`src/rtl/spdif_pkg.sv`:
```
// ============================================================================
// spdif_pkg : shared S/PDIF channel-status constants, FSM state type, helpers
// Revision  : 1.0
// ============================================================================
`default_nettype none

package spdif_pkg;

  localparam int CS_WORD_BITS = 192;

  localparam int CS_CHNUM_LSB = 20;
  localparam int CS_CHNUM_MSB = 23;

  localparam logic [3:0] CS_CHNUM_LEFT  = 4'd1;
  localparam logic [3:0] CS_CHNUM_RIGHT = 4'd2;

  typedef enum logic [1:0] {
    IDLE = 2'd0,
    LOAD = 2'd1,
    RUN  = 2'd2
  } cs_state_e;

  // Frames beyond the 192-bit word (only reachable with BLOCK_FRAMES > 192) send 0.
  function automatic logic cs_word_bit(input logic [CS_WORD_BITS-1:0] word,
                                       input logic [7:0]              idx);
    cs_word_bit = (idx < 8'(CS_WORD_BITS)) ? word[idx] : 1'b0;
  endfunction

endpackage

`default_nettype wire

```
`src/rtl/spdif_cs_sequencer.sv`:
```
// ============================================================================
// spdif_cs_sequencer : latches the 192-bit channel-status word once per block
// and serialises one bit per subframe (left, right) over a valid/ready link.
// Optional feature macro: SPDIF_CS_CHANNEL_NUM_EN (per-subframe channel number)
// Revision : 1.0
// ============================================================================
`default_nettype none

module spdif_cs_sequencer
  import spdif_pkg::*;
#(
  parameter int BLOCK_FRAMES = 192
) (
  input  logic                    clk,
  input  logic                    reset,
  input  logic                    enable,
  input  logic [CS_WORD_BITS-1:0] channelStatus,
  output logic                    csValid,
  input  logic                    csReady,
  output logic                    csBit,
  output logic                    blockStart,
  output logic                    isRight,
  output logic [7:0]              frameIndex,
  output logic                    blockDone
);

  localparam logic [7:0] LAST_FRAME = 8'(BLOCK_FRAMES - 1);

  cs_state_e               state;
  cs_state_e               state_n;
  logic [CS_WORD_BITS-1:0] shadow;
  logic [CS_WORD_BITS-1:0] word_src;
  logic [7:0]              frame_n;
  logic                    right_n;
  logic                    valid_n;
  logic                    done_n;
  logic                    start_n;
  logic                    bit_raw;
  logic                    bit_n;
  logic                    accept;

  assign accept = csValid & csReady;

  // In LOAD the shadow is being written this cycle, so the first bit comes
  // straight from the input word to keep csBit aligned with frameIndex.
  assign word_src = (state == LOAD) ? channelStatus : shadow;

  always_comb begin
    state_n = state;
    frame_n = frameIndex;
    right_n = isRight;
    valid_n = 1'b0;
    done_n  = 1'b0;

    case (state)
      IDLE: begin
        frame_n = 8'd0;
        right_n = 1'b0;
        if (enable) begin
          state_n = LOAD;
        end
      end

      LOAD: begin
        frame_n = 8'd0;
        right_n = 1'b0;
        valid_n = 1'b1;
        state_n = RUN;
      end

      RUN: begin
        valid_n = 1'b1;
        if (accept) begin
          if (!isRight) begin
            right_n = 1'b1;
          end else if (frameIndex < LAST_FRAME) begin
            right_n = 1'b0;
            frame_n = frameIndex + 8'd1;
          end else begin
            right_n = 1'b0;
            frame_n = 8'd0;
            valid_n = 1'b0;
            done_n  = 1'b1;
            state_n = LOAD;
          end
        end
      end

      default: begin
        state_n = IDLE;
        frame_n = 8'd0;
        right_n = 1'b0;
      end
    endcase

    // Dropping enable overrides any accept in the same cycle.
    if (!enable) begin
      state_n = IDLE;
      frame_n = 8'd0;
      right_n = 1'b0;
      valid_n = 1'b0;
      done_n  = 1'b0;
    end
  end

`ifdef SPDIF_CS_CHANNEL_NUM_EN
  logic [3:0] chnum;

  always_comb begin
    chnum = right_n ? CS_CHNUM_RIGHT : CS_CHNUM_LEFT;
    if ((frame_n >= 8'(CS_CHNUM_LSB)) && (frame_n <= 8'(CS_CHNUM_MSB))) begin
      bit_raw = chnum[2'(frame_n - 8'(CS_CHNUM_LSB))];
    end else begin
      bit_raw = cs_word_bit(word_src, frame_n);
    end
  end
`else
  assign bit_raw = cs_word_bit(word_src, frame_n);
`endif

  assign bit_n   = bit_raw & valid_n;
  assign start_n = valid_n & (frame_n == 8'd0) & ~right_n;

  always_ff @(posedge clk) begin
    if (reset) begin
      state      <= IDLE;
      shadow     <= '0;
      csValid    <= 1'b0;
      csBit      <= 1'b0;
      blockStart <= 1'b0;
      isRight    <= 1'b0;
      frameIndex <= 8'd0;
      blockDone  <= 1'b0;
    end else begin
      state      <= state_n;
      csValid    <= valid_n;
      csBit      <= bit_n;
      blockStart <= start_n;
      isRight    <= right_n;
      frameIndex <= frame_n;
      blockDone  <= done_n;
      if (state == LOAD) begin
        shadow <= channelStatus;
      end
    end
  end

endmodule

`default_nettype wire

```
`config.mk`:
```
export PLATFORM = sky130hd
export DESIGN_NAME = spdif_cs_sequencer
export DESIGN_NICKNAME = d
export VERILOG_FILES = /design/src/rtl/spdif_pkg.sv /design/src/rtl/spdif_cs_sequencer.sv
export SDC_FILE = /design/constraint.sdc
export NUM_CORES = 1
export LEC_CHECK = 0
export ABC_CLOCK_PERIOD_IN_PS = 4200
export CELL_PAD_IN_SITES_DETAIL_PLACEMENT = 1
export CELL_PAD_IN_SITES_GLOBAL_PLACEMENT = 1
export CORE_MARGIN = 2
export CORE_UTILIZATION = 40
export DETAILED_ROUTE_END_ITERATION = 10
export PLACE_DENSITY = 0.92
export SLEW_MARGIN = 20
export SYNTH_ARGS = -nofsm -noshare
export SYNTH_HDL_FRONTEND = slang
export SYNTH_SLANG_ARGS = --single-unit
```
`constraint.sdc`:
```
create_clock -name clk -period 4.2 [get_ports clk]
set_input_delay 0.84 -clock clk [delete_from_list [all_inputs] [get_ports clk]]
set_output_delay 0.84 -clock clk [all_outputs]
set_load 0.05 [all_outputs]
```
==> out/qor.yml, run 1 <==
timing:
  worstMarginPinSlew_ns: 0.9226
  hold_viol_final: 0
  rsz0062_at_grt: "no"
  clock_skew_ns: 0.01042
  holdWs_ns: 0.4932
  max-slew-margin-rel: 0.3849
  fin_crit_sh: 0.8847
  finalSetupViolCount: 0
  slew_violations: 0
  tns_ns: 0
  fmax_ghz: 0.2691
  period_needed_ns: 3.716
clocking:
  cts_root_buf: "clkbuf_16"
  clock_latency_ns: 0.54
  cts_resized: 0
  cts.htree.levels: 1
  cts_made_buffers: 25
  hold_buffers: 0
  cts_buffer_depth: 3
  cts_tree: "yes"
  clkTransAtPathRegs_ns: 0.06
  cts_setup_buffers: 0
  cts.sinks: 207
setup_path:
  arrival_ns: 4.13
  critPathMaxFanout: 7
  rrSetupSlack_ns: 0.53
  cp-start-kind: "primary input"
  cp.required_ns: 4.62
  cpPeakStageDelay_ns: 0.54
  worst_setup_path_end_kind: "register"
  critPathKind: "primary input to register"
  worstPathCellList: "clkdlybuf4s50_1 > and3_1 > o211ai_1 > nor3_1 > o21ai_2 > buf_4 > a2111o_1 > a41oi_1 > a21oi_1 > o21ai_1 > o31ai_1"
  critPathSlowestCell: "clkdlybuf4s50_1"
detailed_routing:
  dr_wl_met2_um: 22130
  viasPerCell: 6.029
  num_vias: 12090
  routed_wl_um: 45950
  drc: 0
  top_layer: "met5"
  wl_per_cell_um: 22.92
  drt_iter0_markers: 975
  firstDrtPassIters: 7
  antenna_left: 0
  wl_met3_um: 3501
  drt-met1-wl_um: 17940
synthesis:
  yosysUniqueCellTypes: 65
  seq_area_frac_synth: 0.3460
  post_synth.cell_area_avg_um2: 8.415
  yosysWarnings: 0
  ys.flop_type: "dfxtp_1"
  synth_cells: 1423
  synth.cell_area_mm2: 0.01198
  ys_seq_elements: 207
  synth_edf_count: 0
  async_reset_ff_frac: 0
  syn_nets: 1624
finish:
  nets: 1799
  instances_no_fill: 2005
  layout_commonest_cell: "mux2i_1"
  num-fill-cells: 3447
  area_delta_synth_final_pct: 27.54
  final_cell_mix: "277 x mux2i_1, 240 x nor2_1, 207 x dfxtp_1, 207 x clkdlybuf4s50_1, 172 x nand2_1"
  final_util: 0.5167
  drive_gt1_frac: 0.07869
placed_design:
  gp_congestion: 0.9069
  port_buffers: 208
  dp_cells: 1961
  place_hpwl_um: 32120
floorplanning:
  core-area_mm2: 0.02956
  fp-row-count: 63
  die_width_um: 177.0
  initial_core_util: 0.4051
  dieArea_mm2: 0.03134
  die_h_um: 177.0
  ioPinCount: 209
job:
  maxCapViolations: 0
power_and_ir_drop:
  p_leak_nw: 5.968
  irDropWorstVdd_uv: 268.5
  powerDensity_mw_per_mm2: 323.7
  power_mw: 4.945
global_routing:
  grt_pass1_vias: 13010
  grt_remaining_overflow: 0
  grt_pass1_wl_um: 70780
  grt_max_degree: 94
  grt_usage: 0.2847
  antenna_found_initial: 4
hold_path:
  worstHoldPathType: "register to register"
outcome:
  status: "finished clean"
synth_stat cells, types with 15 or more instances:
cell type | n | area, um^2
mux2i_1 | 277 | 2773
nor2_1 | 240 | 900.9
dfxtp_1 | 207 | 4144
nand2_1 | 172 | 645.6
a21oi_1 | 69 | 345.3
buf_2 | 49 | 245.2
clkbuf_1 | 46 | 172.7
nand3_1 | 46 | 230.2
o21ai_0 | 36 | 180.2
nor3_1 | 21 | 105.1
a221oi_1 | 15 | 131.4
mux4_2 | 15 | 337.8
o22ai_1 | 15 | 93.84
path summary, 6_finish.rpt:
check                                    from           to  depth (start not counted)
worst max register to register  frameIndex[0]        csBit                         11
worst min-delay path              shadow[112]  shadow[112]                          2
worst min register to register    shadow[112]  shadow[112]                          2
worst max-delay path                  csReady        csBit                         11
state kept, by name, summed over array words and instances (netlist names):
name	count
csValid	1
blockDone	1
blockStart	1
isRight	1
csBit	1
shadow	192
state	2
frameIndex	8
per-stage QoR:
| step | instance area, um^2 | setup WS [ns] |
|---|---|---|
| 2_1_floorplan | 11980 | 0.8469 |
| 3_3_place_gp | 14490 | 0.2757 |
| 3_5_place_dp | 14490 | 0.08859 |
| 4_1_cts | 15270 | 0.5814 |
| 5_1_grt | 15270 | 0.3392 |
| 6_report | 15270 | 0.4843 |
layer usage:
layer / GRT usage / vias up
met5: 0 / -
met4: 0.1367 / 4
met3: 0.06680 / 152
met2: 0.4929 / 545
met1: 0.3298 / 5946
li1: - / 5442
report_power, final:
part | internal [mW] | leakage (nW) | switching [mW]
clock network | 1.22 | 0.383 | 0.883
logic | 0.364 | 3.90 | 0.352
registers | 2.06 | 1.69 | 0.0624
cell type report:
cell class	count	area, um^2	share of cell area
clock buffers	41	755.7	0.04948
inverters	8	30.03	0.001966
well taps	390	488.0	0.03195
multi-input cells	1089	7227	0.4732
repair buffers	267	2601	0.1703
diodes	1	2.502	0.0001638
flip-flops and latches	207	4144	0.2713
clock inverters	2	25.02	0.001638
critical path: cells and delay by family:
kind | cells | cell delay (ns)
AOI/OAI and AO/OA | 7 | 1.67
buffers and inverters | 2 | 0.82
and+or+nand+nor | 2 | 0.79
logic make-up (layout without fill, tap and decap cells):
kind of cell	Yosys count	in the layout	share of synthesized area
compound gates	252	252	0.1431
xor+xnor	1	1	0.0007315
fa+ha+maj	5	5	0.005224
buf+inv	127	318	0.05308
flops	207	207	0.3460
mux	296	296	0.2635
other cells	0	1	0
simple gates	535	535	0.1883
Note: power is estimated with default switching activity, not from simulation.
==> run 2, diff against run 1 <==
CAP_MARGIN = 40   (was default)
==> out/qor.yml, run 2 (synthesis gave the netlist of run 1 again) <==
outcome:
  status: "finished clean"
timing:
  period_needed_ns: 3.771  # +0.05502 ns
  clock_skew_ns: 0.01105  # +0.0006354 ns
  max-slew-margin-rel: 0.4688  # +0.08393
  fin_crit_sh: 0.8978  # +0.01310
  tns_ns: 0  # unchanged
  slew_violations: 0  # unchanged
  finalSetupViolCount: 0  # unchanged
  fmax_ghz: 0.2652  # -1.5%
  hold_viol_final: 0  # unchanged
  worstMarginPinSlew_ns: 0.7966  # -0.1260 ns
  rsz0062_at_grt: "no"
finish:
  final_cell_mix: "277 x mux2i_1, 240 x nor2_1, 207 x dfxtp_1, 207 x clkdlybuf4s50_1, 172 x nand2_1"
  drive_gt1_frac: 0.07983  # +0.001140
  largest_register_ffs: 192  # unchanged
  regArea_mm2: 0.004144  # unchanged
  num-fill-cells: 3428  # -0.55%
  final_util: 0.5183  # +0.001609
  top_register: "shadow"
  layout_commonest_cell: "mux2i_1"
  area_delta_synth_final_pct: 27.94
  finalInstanceArea_mm2: 0.01532  # +0.31%
  reg.largest.list: "shadow (192), frameIndex (8), state (2)"
  nets: 1801  # +0.11%
  multi_input_area_mm2: 0.007227  # unchanged
clocking:
  clock_latency_ns: 0.55  # about the same
  cts.htree.levels: 1  # unchanged
  cts_root_buf: "clkbuf_16"
  cts_resized: 0  # unchanged
  cts_tree: "yes"
  cts_setup_buffers: 0  # unchanged
  clkTransAtPathRegs_ns: 0.06  # about the same
  cts.sinks: 207  # unchanged
  cts_made_buffers: 25  # unchanged
  cts_buffer_depth: 3  # unchanged
  hold_buffers: 0  # unchanged
global_routing:
  grt_remaining_overflow: 0  # unchanged
  grt_pass1_vias: 13010  # unchanged
  grt_pass1_wl_um: 70780  # unchanged
  grt_max_degree: 94  # unchanged
  top_usage_layer: "met2"
  grtUsageMet2: 0.4929  # unchanged
  use_met3: 0.06680  # unchanged
  antenna_found_initial: 3  # -1
  grt_util_met1: 0.3298  # unchanged
  grt_usage: 0.2847  # unchanged
detailed_routing:
  firstDrtPassIters: 6  # -1
  drt_iter0_markers: 933  # -4.3%
  drc: 0  # unchanged
  wl_per_cell_um: 23.59  # +3.0%
  routed_wl_um: 47350  # +3.1%
  num_vias: 12270  # +1.5%
  antenna_left: 0  # unchanged
  viasPerCell: 6.112  # +1.4%
floorplanning:
  initial_core_util: 0.4051  # unchanged
  ioPinCount: 209  # unchanged
  fp-row-count: 63  # unchanged
  die_h_um: 177.0  # unchanged
  core-area_mm2: 0.02956  # unchanged
  die_width_um: 177.0  # unchanged
  dieArea_mm2: 0.03134  # unchanged
setup_path:
  cp.required_ns: 4.66  # +0.04 ns
  arrival_ns: 4.23  # +0.10 ns
  cp-start-kind: "primary input"
  worst_setup_path_end_kind: "register"
  r2r_cells: 11  # unchanged
  reg2reg_to: "csBit"
  r2r-start: "frameIndex[0]"
  crit_path_start: "csReady"
  crit_end: "csBit"
  critPathMaxFanout: 15  # +8
  rrSetupSlack_ns: 0.50  # -0.03 ns
  critPathKind: "primary input to register"
placed_design:
  placed_area_mm2: 0.01449  # unchanged
  place_hpwl_um: 32120  # unchanged
  port_buffers: 208  # unchanged
  gp_congestion: 0.9069  # unchanged
power_and_ir_drop:
  powerDensity_mw_per_mm2: 324.4  # +0.21%
  irDropWorstVdd_uv: 268.6  # about the same
  power_mw: 4.970  # +0.52%
  p_leak_nw: 5.991  # +0.37%
hold_path:
  worstHoldPathType: "register to register"
  hold_depth: 2  # unchanged
job:
  maxCapViolations: 0  # unchanged
-- run 2: cell type report --
cell class / count / area share
Clock buffer: 41 / 0.04933
Inverter: 8 / 0.001960
Antenna cell: 1 / 0.0001633
Multi-Input combinational cell: 1089 / 0.4717
Clock inverter: 2 / 0.001633
Timing Repair Buffer: 269 / 0.1729
Tap cell: 390 / 0.03185
Sequential cell: 207 / 0.2705
-- run 2: worst max-delay path, cell delays in order --
cell and delay, ns:
clkdlybuf4s50_1 0.54, and3_1 0.32, o21ai_0 0.23, a21oi_4 0.48, buf_4 0.37, a21oi_1 0.07, a22oi_1 0.24, nor2_1 0.11
a221oi_1 0.31, a41oi_1 0.23, and4_1 0.26, o31ai_1 0.22
-- run 2: through the flow --
| step | cells | setup WS [ns] | hold WS [ns] |
|---|---|---|---|
| finish | 2007 | 0.4293 | 0.4936 |
| global route | 2006 | 0.2091 | 0.5232 |
| CTS | 2004 | 0.5814 | 0.4991 |
| detailed placement | 1961 | 0.08859 | 0.4843 |
| global placement | 1961 | 0.2757 | 0.4669 |
| floorplan | 1423 | 0.8469 | 0.4511 |
-- run 2: worst min path at each step --
stage           startpoint  slack [ns]           to
2_1_floorplan  shadow[187]        0.45  shadow[187]
3_3_place_gp     shadow[4]        0.47    shadow[4]
3_5_place_dp   shadow[112]        0.48  shadow[112]
4_1_cts        shadow[115]        0.50  shadow[115]
5_1_grt        shadow[159]        0.52  shadow[159]
6_report       shadow[112]        0.49  shadow[112]
-- run 2: power breakdown --
group,switching [mW],internal [mW]
clock network,0.895,1.22
logic,0.359,0.369
registers,0.0643,2.06
total,1.32,3.65
-- run 2: metal layers --
layer / wire [um] / part of all wire / vias to the layer above
li1: - / - / 5449
met1: 18220 / 0.38 / 6037
met2: 22740 / 0.48 / 606
met3: 3813 / 0.081 / 173
met4: 2557 / 0.054 / 2
met5: 16 / 0.00034 / -
==> run 3, diff against run 2 <==
SETUP_SLACK_MARGIN = 0.02   (was default)
==> results of run 3 <==
Final layout, timing and power as in run 2 (identical DEF).
